==> src/rtl/count_capture_fifo.sv <==
// ----------------------------------------------------------------------------
// count_capture_fifo
//
// Snapshots values from the 4-bit counter into a small show-ahead FIFO.
// A snapshot is taken on an explicit capture strobe, or automatically when
// the counter wraps from all-ones to zero (if AUTO_WRAP is set). Each entry
// is {wrap_tag, count}. Entries are drained through a valid/ready port.
// When the FIFO is full, extra pushes are dropped. A drop sets a sticky
// overflow flag and increments a saturating drop counter.
//
// Ports
//   clk        rising-edge clock, shared with the counter
//   reset      synchronous, active-high; dominant over all other inputs
//   count_in   live counter value
//   capture    one-cycle request to snapshot count_in
//   clr_ovf    clears overflow and drop_cnt (a same-cycle drop wins)
//   out_ready  reader accepts the head entry this cycle
//   out_valid  FIFO non-empty; head entry presented on out_data
//   out_data   {wrap_tag, count} of the head entry; zero when empty
//   level      number of entries held, 0..DEPTH
//   full       level == DEPTH
//   overflow   sticky flag: at least one push was dropped
//   drop_cnt   number of dropped pushes, saturating at 255
// ----------------------------------------------------------------------------
module count_capture_fifo #(
    parameter int WIDTH     = 4,
    parameter int DEPTH     = 8,
    parameter bit AUTO_WRAP = 1'b1
) (
    input  logic                     clk,
    input  logic                     reset,
    input  logic [WIDTH-1:0]         count_in,
    input  logic                     capture,
    input  logic                     clr_ovf,
    input  logic                     out_ready,
    output logic                     out_valid,
    output logic [WIDTH:0]           out_data,
    output logic [$clog2(DEPTH):0]   level,
    output logic                     full,
    output logic                     overflow,
    output logic [7:0]               drop_cnt
);

    localparam int PW = $clog2(DEPTH);
    localparam int LW = PW + 1;

    logic [WIDTH:0]   mem [DEPTH];
    logic [PW-1:0]    wr_ptr;
    logic [PW-1:0]    rd_ptr;
    logic [WIDTH-1:0] prev_count;

    logic             wrap_evt;
    logic             push;
    logic             pop;
    logic             do_write;
    logic             drop;

    // Wrap is seen as the all-ones -> zero transition of the counter.
    // prev_count resets to zero, so a zero count right after reset is not a wrap.
    always_comb begin
        wrap_evt = AUTO_WRAP && (prev_count == {WIDTH{1'b1}}) && (count_in == '0);
        push     = capture | wrap_evt;
        pop      = out_valid & out_ready;
        // When full, a simultaneous pop frees the slot the write lands in.
        do_write = push & (~full | pop);
        drop     = push & full & ~pop;
    end

    assign out_valid = (level != '0);
    assign full      = (level == LW'(DEPTH));
    assign out_data  = out_valid ? mem[rd_ptr] : '0;

    // Storage array. Contents need no reset; out_data is masked while empty.
    always_ff @(posedge clk) begin
        if (do_write) begin
            mem[wr_ptr] <= {wrap_evt, count_in};
        end
    end

    // Pointers, occupancy and the registered copy of the counter.
    // Pointers wrap naturally because DEPTH is a power of two.
    always_ff @(posedge clk) begin
        if (reset) begin
            wr_ptr     <= '0;
            rd_ptr     <= '0;
            level      <= '0;
            prev_count <= '0;
        end else begin
            prev_count <= count_in;
            if (do_write) begin
                wr_ptr <= wr_ptr + PW'(1);
            end
            if (pop) begin
                rd_ptr <= rd_ptr + PW'(1);
            end
            if (do_write && !pop) begin
                level <= level + LW'(1);
            end else if (pop && !do_write) begin
                level <= level - LW'(1);
            end
        end
    end

    // Overflow bookkeeping. A drop in the same cycle as clr_ovf takes
    // priority, leaving the flag set and the counter at exactly one.
    always_ff @(posedge clk) begin
        if (reset) begin
            overflow <= 1'b0;
            drop_cnt <= '0;
        end else if (drop) begin
            overflow <= 1'b1;
            if (clr_ovf) begin
                drop_cnt <= 8'd1;
            end else if (drop_cnt != 8'hFF) begin
                drop_cnt <= drop_cnt + 8'd1;
            end
        end else if (clr_ovf) begin
            overflow <= 1'b0;
            drop_cnt <= '0;
        end
    end

endmodule

==> config.mk <==
export PLATFORM = sky130hd
export DESIGN_NAME = count_capture_fifo
export DESIGN_NICKNAME = d
export VERILOG_FILES = /design/src/rtl/count_capture_fifo.sv
export SDC_FILE = /design/constraint.sdc
export NUM_CORES = 1
export LEC_CHECK = 0
export CORE_UTILIZATION = 49
export CTS_CLUSTER_SIZE = 28
export DETAILED_ROUTE_END_ITERATION = 8
export PLACE_DENSITY_LB_ADDON = 0.1
export SLEW_MARGIN = 20
export SYNTH_ARGS = -nofsm -noshare
export SYNTH_HDL_FRONTEND = slang
export SYNTH_SLANG_ARGS = --single-unit
export TNS_END_PERCENT = 20
==> constraint.sdc <==
create_clock -name clk -period 6.4 [get_ports clk]
set_input_delay 0.64 -clock clk [delete_from_list [all_inputs] [get_ports clk]]
set_output_delay 0.64 -clock clk [all_outputs]
set_load 0.02 [all_outputs]
* After elaboration in Yosys (flattened, before gate mapping) *
Memory sizes are Yosys's and may differ from the RTL's. A register that Yosys moved wholly into a read port is not among the register bits.
Cells that the tools add are included.

word-level totals
  bits in registers = 23
  bits in writable memories = 40
  input port bits = 9
  output and inout port bits = 20
  logic and storage cells = 47
  memories = 1

operators by class
  add/subtract/negate cells = 5
  equal/unequal tests = 3
  muxes and demuxes = 13
  bitwise gates (word level) = 8
  reductions and logical operators = 11

memories
  memory  words  bits a word  rd ports  clocked after memory_dff  wr ports  line  text
  mem     8      5            1         1                         1         47    logic [WIDTH:0] mem [DEPTH];

operators with widths
  operator                                                            number
  8-bit 2-to-1 mux                                                    4
  8-bit by 1-bit adder with 8-bit output, second input constant       1
  4-bit == test, second input constant                                2
  4-bit 2-to-1 mux                                                    2
  8-bit != test, second input constant                                1
  3-bit by 1-bit adder with 3-bit output, second input constant       2
  3-bit 2-to-1 mux                                                    2
  2-bit nonzero test                                                  3
  5-bit 2-to-1 mux                                                    1
  4-bit by 1-bit adder with 4-bit output, second input constant       1
  1-bit bitwise AND                                                   4
  4-bit zero test                                                     1
  1-bit 2-to-1 mux                                                    4
  4-bit nonzero test                                                  1
  4-bit by 1-bit subtractor with 4-bit output, second input constant  1
  1-bit logical AND                                                   3
  1-bit zero test                                                     2
  1-bit NOT                                                           2
  1-bit bitwise OR                                                    2
  2-bit AND reduction                                                 1

* Logic depth before layout (Yosys ltp) *
Gate-level depths: netlist of run 1.

  word-level depth = 8
  depth in mapped cells = 12
  gate-level depth less buffers = 12

* Worst setup path after synthesis of run 1 *
OpenSTA, ideal clock, no wires.

  path type = in2reg
  start point = input port count_in[1]
  end point = register level[3]
  library setup time = 0.121 ns
  arrival = 3.199 ns
  required time = 6.279 ns
  slack = 3.080 ns
  stages on the path = 12
  path buffers = 1
  cell sequence = or4_4 -> o21bai_1 -> buf_2 -> nand2_1 -> inv_1 -> ha_1 -> inv_1 -> ha_1 -> a21o_1 -> a21oi_1 -> mux2i_1 -> mux2_2

between the ends
  longest elaborated chain between the ends = 7
  elaborated cells on any way between the ends = 9
  those cells by class = 1 x mux; 2 x bitwise; 6 x reduce/logical

RTL lines
  item                                 line  text
  start, declared                      32    input logic [WIDTH-1:0] count_in,
  4-bit zero test *                    61    wrap_evt = AUTO_WRAP && (prev_count == {WIDTH{1'b1}}) && (count_in == '0);
  1-bit logical AND *                  61
  1-bit bitwise OR *                   62    push = capture | wrap_evt;
  1-bit bitwise AND *                  65    do_write = push & (~full | pop);
  net do_write                         55    logic do_write;
  1-bit zero test                      98    end else if (pop && !do_write) begin
  1-bit logical AND                    98
  2-bit nonzero test (no source line)  --
  end signal, assigned                 97    level <= level + LW'(1);
  end signal, assigned                 99    level <= level - LW'(1);
  end, declared                        38    output logic [$clog2(DEPTH):0] level,

The timed path passes the listed nets; every way through them passes the cells marked *.
A chain may end at the register's enable or synchronous reset.

* Worst setup path after layout of run 1 *
Same ends and word-level chain as after synthesis.

==> results by group, run 1 <==
Setup path
  • Critical setup path kind: input port to flop
  • Slack of the worst reg-to-reg path: 3140 ps
  • Endpoint class of the critical path: flop
  • Worst Reg2Reg Path Length in Cells: 11
  • Element type at the critical path start: input port
  • Required @ worst endpoint: 6620 ps
  • Launching element of the worst setup path: count_in[1]
  • Reg2reg end: level[3]
  • FF-to-FF Start: prev_count[2]
  • Critical Path Fanout Max: 14
  • Signal arrival time at the worst endpoint: 4490 ps

Logic synthesis
  • Cell type with the highest aggregate area in the netlist: sky130_fd_sc_hd__edfxtp_1
  • Leading post-synthesis cells by cell area: sky130_fd_sc_hd__edfxtp_1 43%, sky130_fd_sc_hd__dfxtp_1 19%, sky130_fd_sc_hd__mux4_2 8.0%
  • Fraction of the mapped netlist area in compound gates: 6.898%
  • Fraction of synthesized cell area taken by the top area cell type: 42.72%
  • Register area share after synthesis: 61.24%
  • Adder-cell share of the synthesized area: 3.382%
  • Total of flip-flops plus latches after synthesis: 66
  • Most instantiated flip-flop cell in the synthesis netlist: sky130_fd_sc_hd__edfxtp_1
  • Dominant combinational cell family by area after synthesis: simple AND/OR/NAND/NOR gates
  • Per-instance average area after synthesis: 13.08 um^2
  • Post-synthesis instance area: 0.002811 mm^2
  • EDFF count, synth: 40
  • Ys Warns: 0
  • Cells after Synth: 215
  • Post-synthesis share of cell area spent on and, or, nand and nor gates: 13.71%
  • Multiplexer share of the synthesized area: 11.30%
  • Syn Nets: 231
  • Async set or reset register ratio after synthesis: 0%
  • Share of the synthesized netlist area taken by xor and xnor gates: 1.246%
  • Count of different cell masters after synthesis: 44

Clock tree
  • Sinks on Clock Net: 66
  • Buffer cell driving the clock tree root: sky130_fd_sc_hd__clkbuf_8
  • Total of cells resized after clock tree synthesis: 0
  • Maximum buffer depth of the clock tree: 2
  • TritonCTS Buffers: 9
  • # H-tree levels: 3
  • Clock-pin slew reported for the worst setup and hold paths after clock tree synthesis: 70 ps
  • CTS hold repair buffers: 0
  • # Post-CTS Setup Buffers: 0
  • Clock latency on the worst-skew pair: 340 ps
  • TritonCTS clock tree: built

Global route
  • Met1 track demand over resource: 26.42%
  • GRT overflow: 0
  • Met2 usage in global routing: 32.12%
  • Most heavily used metal layer in global routing: met2
  • Initial antenna violation count: 0
  • First-pass GRT wire length: 8887 um
  • Global router's overall resource usage: 20.20%
  • Met3 Track Usage GR: 4.000%
  • Pin count of the biggest net entering global routing: 22
  • Vias in the first global route: 1776

Final layout
  • Register Area: 0.001722 mm^2
  • Final Instance Count excl. Fillers: 323
  • Leading cell types in the layout, fill and taps excluded: 40 x sky130_fd_sc_hd__edfxtp_1, 28 x sky130_fd_sc_hd__clkdlybuf4s50_1, 26 x sky130_fd_sc_hd__nor2_1, 26 x sky130_fd_sc_hd__dfxtp_1, 11 x sky130_fd_sc_hd__a21oi_1
  • Most common library cell in the layout ignoring fill and taps: sky130_fd_sc_hd__edfxtp_1
  • Filler cell count: 450
  • Post-layout nets: 262
  • Synth-to-Final Area Change: 17.94%
  • Ant diodes: 0
  • Footprint of the multi-input gates: 0.001032 mm^2
  • Layout cells sized above 1: 12.75%

Timing
  • Worst Skew: 7.623 ps
  • Min Hold Slack: 498.2 ps
  • Final TNS setup: 0 ps
  • Final hold violation count: 0
  • Post-layout min period: 4264 ps
  • Achievable Freq: 0.2345 GHz
  • RSZ-0062 raised after global routing: false
  • Max-slew violation total from the final report: 0
  • Share of the cycle needed by the critical path after routing: 66.63%
  • Final setup vio count: 0
  • Slew at the pin closest to its max-slew limit: 1046 ps
  • Max_slew headroom: 29.75%

Hold path
  • Worst min path class: flop to flop
  • Count of cells along the worst hold path: 2
  • Start point of the worst min-delay path: rd_ptr[1]

Routing
  • Iter 0 DRT Violations: 110
  • Post-detailed-routing wire length: 5519 um
  • Detailed-route wire length per cell: 17.09 um
  • Vias per inst: 5.548
  • DR vias: 1792
  • Residual DRC count: 0
  • Antenna viol nets, final: 0
  • Router iterations before antenna repair: 4

Floorplanning
  • Die X: 77.75 um
  • Full die area: 0.006044 mm^2
  • Vert. Die Dim: 77.75 um
  • Initial core utilization: 51.06%
  • Ports placed on the boundary: 29
  • Standard-cell row count: 27
  • Core region area: 0.005507 mm^2

Place
  • Detailed-placement wirelength estimate: 3536 um
  • Number of placed instances with taps included: 307
  • Weighted congestion at the end of routability-driven global placement: 0.8104
  • Count of buffers from port buffering: 28

Outcome
  • Run status: finished clean

Power
  • Static Leakage: 1.141 nW
  • Areal power density over the cells: 348.0 mW/mm^2
  • Max IR drop VDD: 0.1929 mV

Flow run
  • Number of violations of the max-capacitance limit: 0
==> power breakdown <==
| group | internal (W) | switching (W) |
|---|---|---|
| Combinational | 0.000174 | 0.000157 |
| Clock | 0.000137 | 0.000156 |
| Sequential | 0.000482 | 0.0000486 |
==> sequential cells by signal (all words and copies together), names as in the netlist, named ones only <==
name        flops
drop_cnt        8
rd_ptr          3
wr_ptr          3
overflow        1
prev_count      4
level           4
mem            40
==> cell usage after synthesis (all sizes together), types with 4 or more instances <==
cell type	instances
ha	6
nand2	8
nor2	26
mux2i	7
inv	4
o21ai	4
clkbuf	6
nand3	9
edfxtp	40
dfxtp	26
buf	4
mux4	10
nor3	7
a21oi	11
nor2b	8
==> cell families (layout without fill, tap and decap cells) <==
group / after synthesis / count (layout)
AOI/OAI and AO/OA: 30 / 30
xor gates and xnor gates: 4 / 4
adders and majority gates: 7 / 7
buffers and inverters: 14 / 50
DFF: 66 / 66
muxes: 19 / 19
and+or+nand+nor: 75 / 75
==> layer usage <==
metal	wire length (um)	vias to the layer above
met5	0	-
li1	-	872
met1	2567	875
met4	82	0
met2	2700	40
met3	167	5
==> final cells by class <==
| class | instances | area share [%] |
|---|---|---|
| Clock buffer | 10 | 3.849 |
| Tap cell | 72 | 2.717 |
| Inverter | 4 | 0.4528 |
| Clock inverter | 6 | 1.019 |
| Timing Repair Buffer | 30 | 8.906 |
| Multi-Input combinational cell | 135 | 31.13 |
| Sequential cell | 66 | 51.92 |
==> per-stage QoR <==
stage | setup WS, ps | instance area, um^2 | total power, W | util [%]
after floorplan | 3080 | 2811 | 0.0007485 | -
after CTS | 2221 | 3311 | 0.001163 | 60.12
after global placement | 1935 | 3149 | 0.0008698 | 57.19
final | 2136 | 3316 | 0.001154 | 60.21
after detailed placement | 1858 | 3149 | 0.0008739 | 57.19
after global routing | 1871 | 3316 | 0.001214 | 60.21
==> critical path: stages <==
cell	delay (ps)
sky130_fd_sc_hd__clkdlybuf4s50_1	580
sky130_fd_sc_hd__or4_4	620
sky130_fd_sc_hd__o21bai_1	800
sky130_fd_sc_hd__nand2_1	300
sky130_fd_sc_hd__inv_1	110
sky130_fd_sc_hd__ha_1	170
sky130_fd_sc_hd__inv_1	100
sky130_fd_sc_hd__ha_1	280
sky130_fd_sc_hd__a21o_1	170
sky130_fd_sc_hd__a21oi_1	160
sky130_fd_sc_hd__mux2i_1	220
sky130_fd_sc_hd__mux2_2	340
==> how the worst max path moves through the flow <==
stage,depth (start not counted),end,slack [ps]
detailed placement,12,level[3],1860
finish,12,level[3],2140
floorplan,12,level[3],3080
CTS,12,level[3],2220
global placement,12,level[3],1930
global route,12,level[3],1870
(Power assumes the default switching activity.)
==> inputs of run 2 (changes only) <==
- clock period: 6.4 -> 3.9 ns (I/O delays scaled with it)
==> run 2 against run 1 <==
  * Total power rose by 68%
  * Critical path depth unchanged
  * Clock power increased by 78%
  * Utilization is 1.3 points higher
  * Non-clock buffer count rose by 8
  * Global-route usage rose by 0.27 points
  * Register-to-register slack lost 2200 ps
  * Worst setup slack worse by 1300 ps
  * Die area stayed put
  * Clock-buffer cell count increased by 1
  * Critical path type unchanged
  * Sequential power is 64% higher
  * Cell count increased by 2.5%
==> results by group, run 2 (same netlist as run 1, synthesis figures left out) <==
Routing
  • DR vias: 1809
  • Router iterations before antenna repair: 4
  • Iter 0 DRT Violations: 112
  • Antenna viol nets, final: 0
  • Residual DRC count: 0
  • Detailed-route wire length per cell: 16.32 um
  • Post-detailed-routing wire length: 5402 um
  • Vias per inst: 5.465

Setup path
  • Reg2reg end: level[3]
  • Critical Path End: level[3]
  • Worst Reg2Reg Path Length in Cells: 12
  • Endpoint class of the critical path: flop
  • Launching element of the worst setup path: count_in[3]
  • Element type at the critical path start: input port
  • Critical Path Fanout Max: 10
  • Signal arrival time at the worst endpoint: 3330 ps
  • Critical setup path kind: input port to flop
  • FF-to-FF Start: level[0]
  • Required @ worst endpoint: 4120 ps
  • Slack of the worst reg-to-reg path: 900 ps

Floorplanning
  • Full die area: 0.006044 mm^2
  • Die X: 77.75 um
  • Vert. Die Dim: 77.75 um
  • Standard-cell row count: 27
  • Ports placed on the boundary: 29
  • Core region area: 0.005507 mm^2
  • Initial core utilization: 51.06%

Clock tree
  • Clock-pin slew reported for the worst setup and hold paths after clock tree synthesis: 60 ps
  • Clock latency on the worst-skew pair: 330 ps
  • Maximum buffer depth of the clock tree: 2
  • # H-tree levels: 3
  • CTS hold repair buffers: 0
  • TritonCTS clock tree: built
  • TritonCTS Buffers: 9
  • Buffer cell driving the clock tree root: sky130_fd_sc_hd__clkbuf_8
  • Sinks on Clock Net: 66
  • # Post-CTS Setup Buffers: 0
  • Total of cells resized after clock tree synthesis: 0

Final layout
  • Register containing the most flip-flops in the final layout: mem
  • Layout cells sized above 1: 13.51%
  • Final Instance Count excl. Fillers: 331
  • Leading cell types in the layout, fill and taps excluded: 40 x sky130_fd_sc_hd__edfxtp_1, 28 x sky130_fd_sc_hd__clkdlybuf4s50_1, 26 x sky130_fd_sc_hd__nor2_1, 26 x sky130_fd_sc_hd__dfxtp_1, 11 x sky130_fd_sc_hd__a21oi_1
  • Synth-to-Final Area Change: 20.43%
  • Final instance area: 0.003386 mm^2
  • Most common library cell in the layout ignoring fill and taps: sky130_fd_sc_hd__edfxtp_1
  • Max reg flops: 40
  • Filler cell count: 440
  • Ant diodes: 0
  • Largest registers: mem x40, drop_cnt x8
  • Post-layout nets: 270

Timing
  • Post-layout min period: 3112 ps
  • Slew at the pin closest to its max-slew limit: 798.2 ps
  • Final TNS setup: 0 ps
  • Worst Skew: 8.727 ps
  • Max-slew violation total from the final report: 0
  • RSZ-0062 raised after global routing: false
  • Final setup vio count: 0
  • Achievable Freq: 0.3214 GHz
  • Share of the cycle needed by the critical path after routing: 79.78%
  • Least setup slack across all paths after layout: 788.4 ps
  • Final hold violation count: 0
  • Max_slew headroom: 46.62%

Place
  • Detailed-placement wirelength estimate: 3540 um
  • Pre-CTS setup slack: 427.8 ps
  • Number of placed instances with taps included: 315
  • Count of buffers from port buffering: 28
  • Area post-placement: 0.003209 mm^2
  • Weighted congestion at the end of routability-driven global placement: 0.7680

Power
  • Internal Dissipation: 0.001368 W
  • Areal power density over the cells: 573.5 mW/mm^2
  • Relative contribution of sequential cells to total power: 44.8%
  • Clock group share of total power: 26.9%
  • Static Leakage: 1.188 nW
  • Logic pwr share: 28.3%
  • Switching fraction of total power: 29.53%
  • Max IR drop VDD: 0.3620 mV
  • Overall power of the completed layout: 0.001942 W
  • Switching pwr: 0.0005733 W

Global route
  • GRT overflow: 0
  • Pin count of the biggest net entering global routing: 22
  • Initial antenna violation count: 0
  • Vias in the first global route: 1714
  • First-pass GRT wire length: 8894 um
  • Global router's overall resource usage: 20.46%

Hold path
  • Worst min path class: flop to flop

Outcome
  • Run status: finished clean

Flow run
  • Number of violations of the max-capacitance limit: 0
-- run 2: worst min-delay path by stage --
stage | start | end | slack (ps) | depth (start not counted)
6_report | rd_ptr[1] | rd_ptr[1] | 510 | 2
5_1_grt | drop_cnt[4] | drop_cnt[4] | 550 | 2
4_1_cts | rd_ptr[1] | flop | 510 | 2
3_5_place_dp | rd_ptr[1] | flop | 480 | 2
3_3_place_gp | rd_ptr[1] | rd_ptr[1] | 480 | 2
2_1_floorplan | rd_ptr[1] | flop | 450 | 2
-- run 2: area by class of cell --
type                       count  area, um^2  area share [%]
tap                           72       90.09           2.661
multi-input combinational    135        1027           30.34
inverter                       4       15.01          0.4435
timing repair buffer          38       355.3           10.50
clock inverter                 5       45.04           1.330
clock buffer                  11       131.4           3.880
sequential                    66        1722           50.85
-- run 2: power by group through the flow --
stage               Sequential [W]  Clock [W]  Combinational, W
floorplan                 0.000855          0          0.000374
detailed placement        0.000887          0          0.000550
global route              0.000883   0.000564          0.000600
global placement          0.000888          0          0.000544
CTS                       0.000873   0.000536          0.000555
finish                    0.000870   0.000523          0.000549
-- run 2: critical path, cell delays in order --
cell	delay, ps
sky130_fd_sc_hd__clkdlybuf4s50_1	550
sky130_fd_sc_hd__or4_4	550
sky130_fd_sc_hd__o21bai_1	210
sky130_fd_sc_hd__nand2_1	140
sky130_fd_sc_hd__inv_1	80
sky130_fd_sc_hd__ha_1	160
sky130_fd_sc_hd__inv_1	90
sky130_fd_sc_hd__ha_1	280
sky130_fd_sc_hd__a21o_1	170
sky130_fd_sc_hd__a21oi_1	160
sky130_fd_sc_hd__mux2i_1	210
sky130_fd_sc_hd__mux2_2	340
-- run 2: routing by layer --
layer	global-route usage, %	wire (um)	vias to the layer above
li1	-	-	892
met1	26.40	2389	860
met2	32.30	2680	48
met3	4.588	232	9
met4	10.75	99	0
met5	0	0	-
-- run 2: per-stage QoR --
stage	hold WS, ps	utilization [%]
floorplan	454.1	-
global placement	481.5	58.28
detailed placement	483.6	58.28
CTS	505.4	61.49
global route	547.7	61.49
finish	511.7	61.49
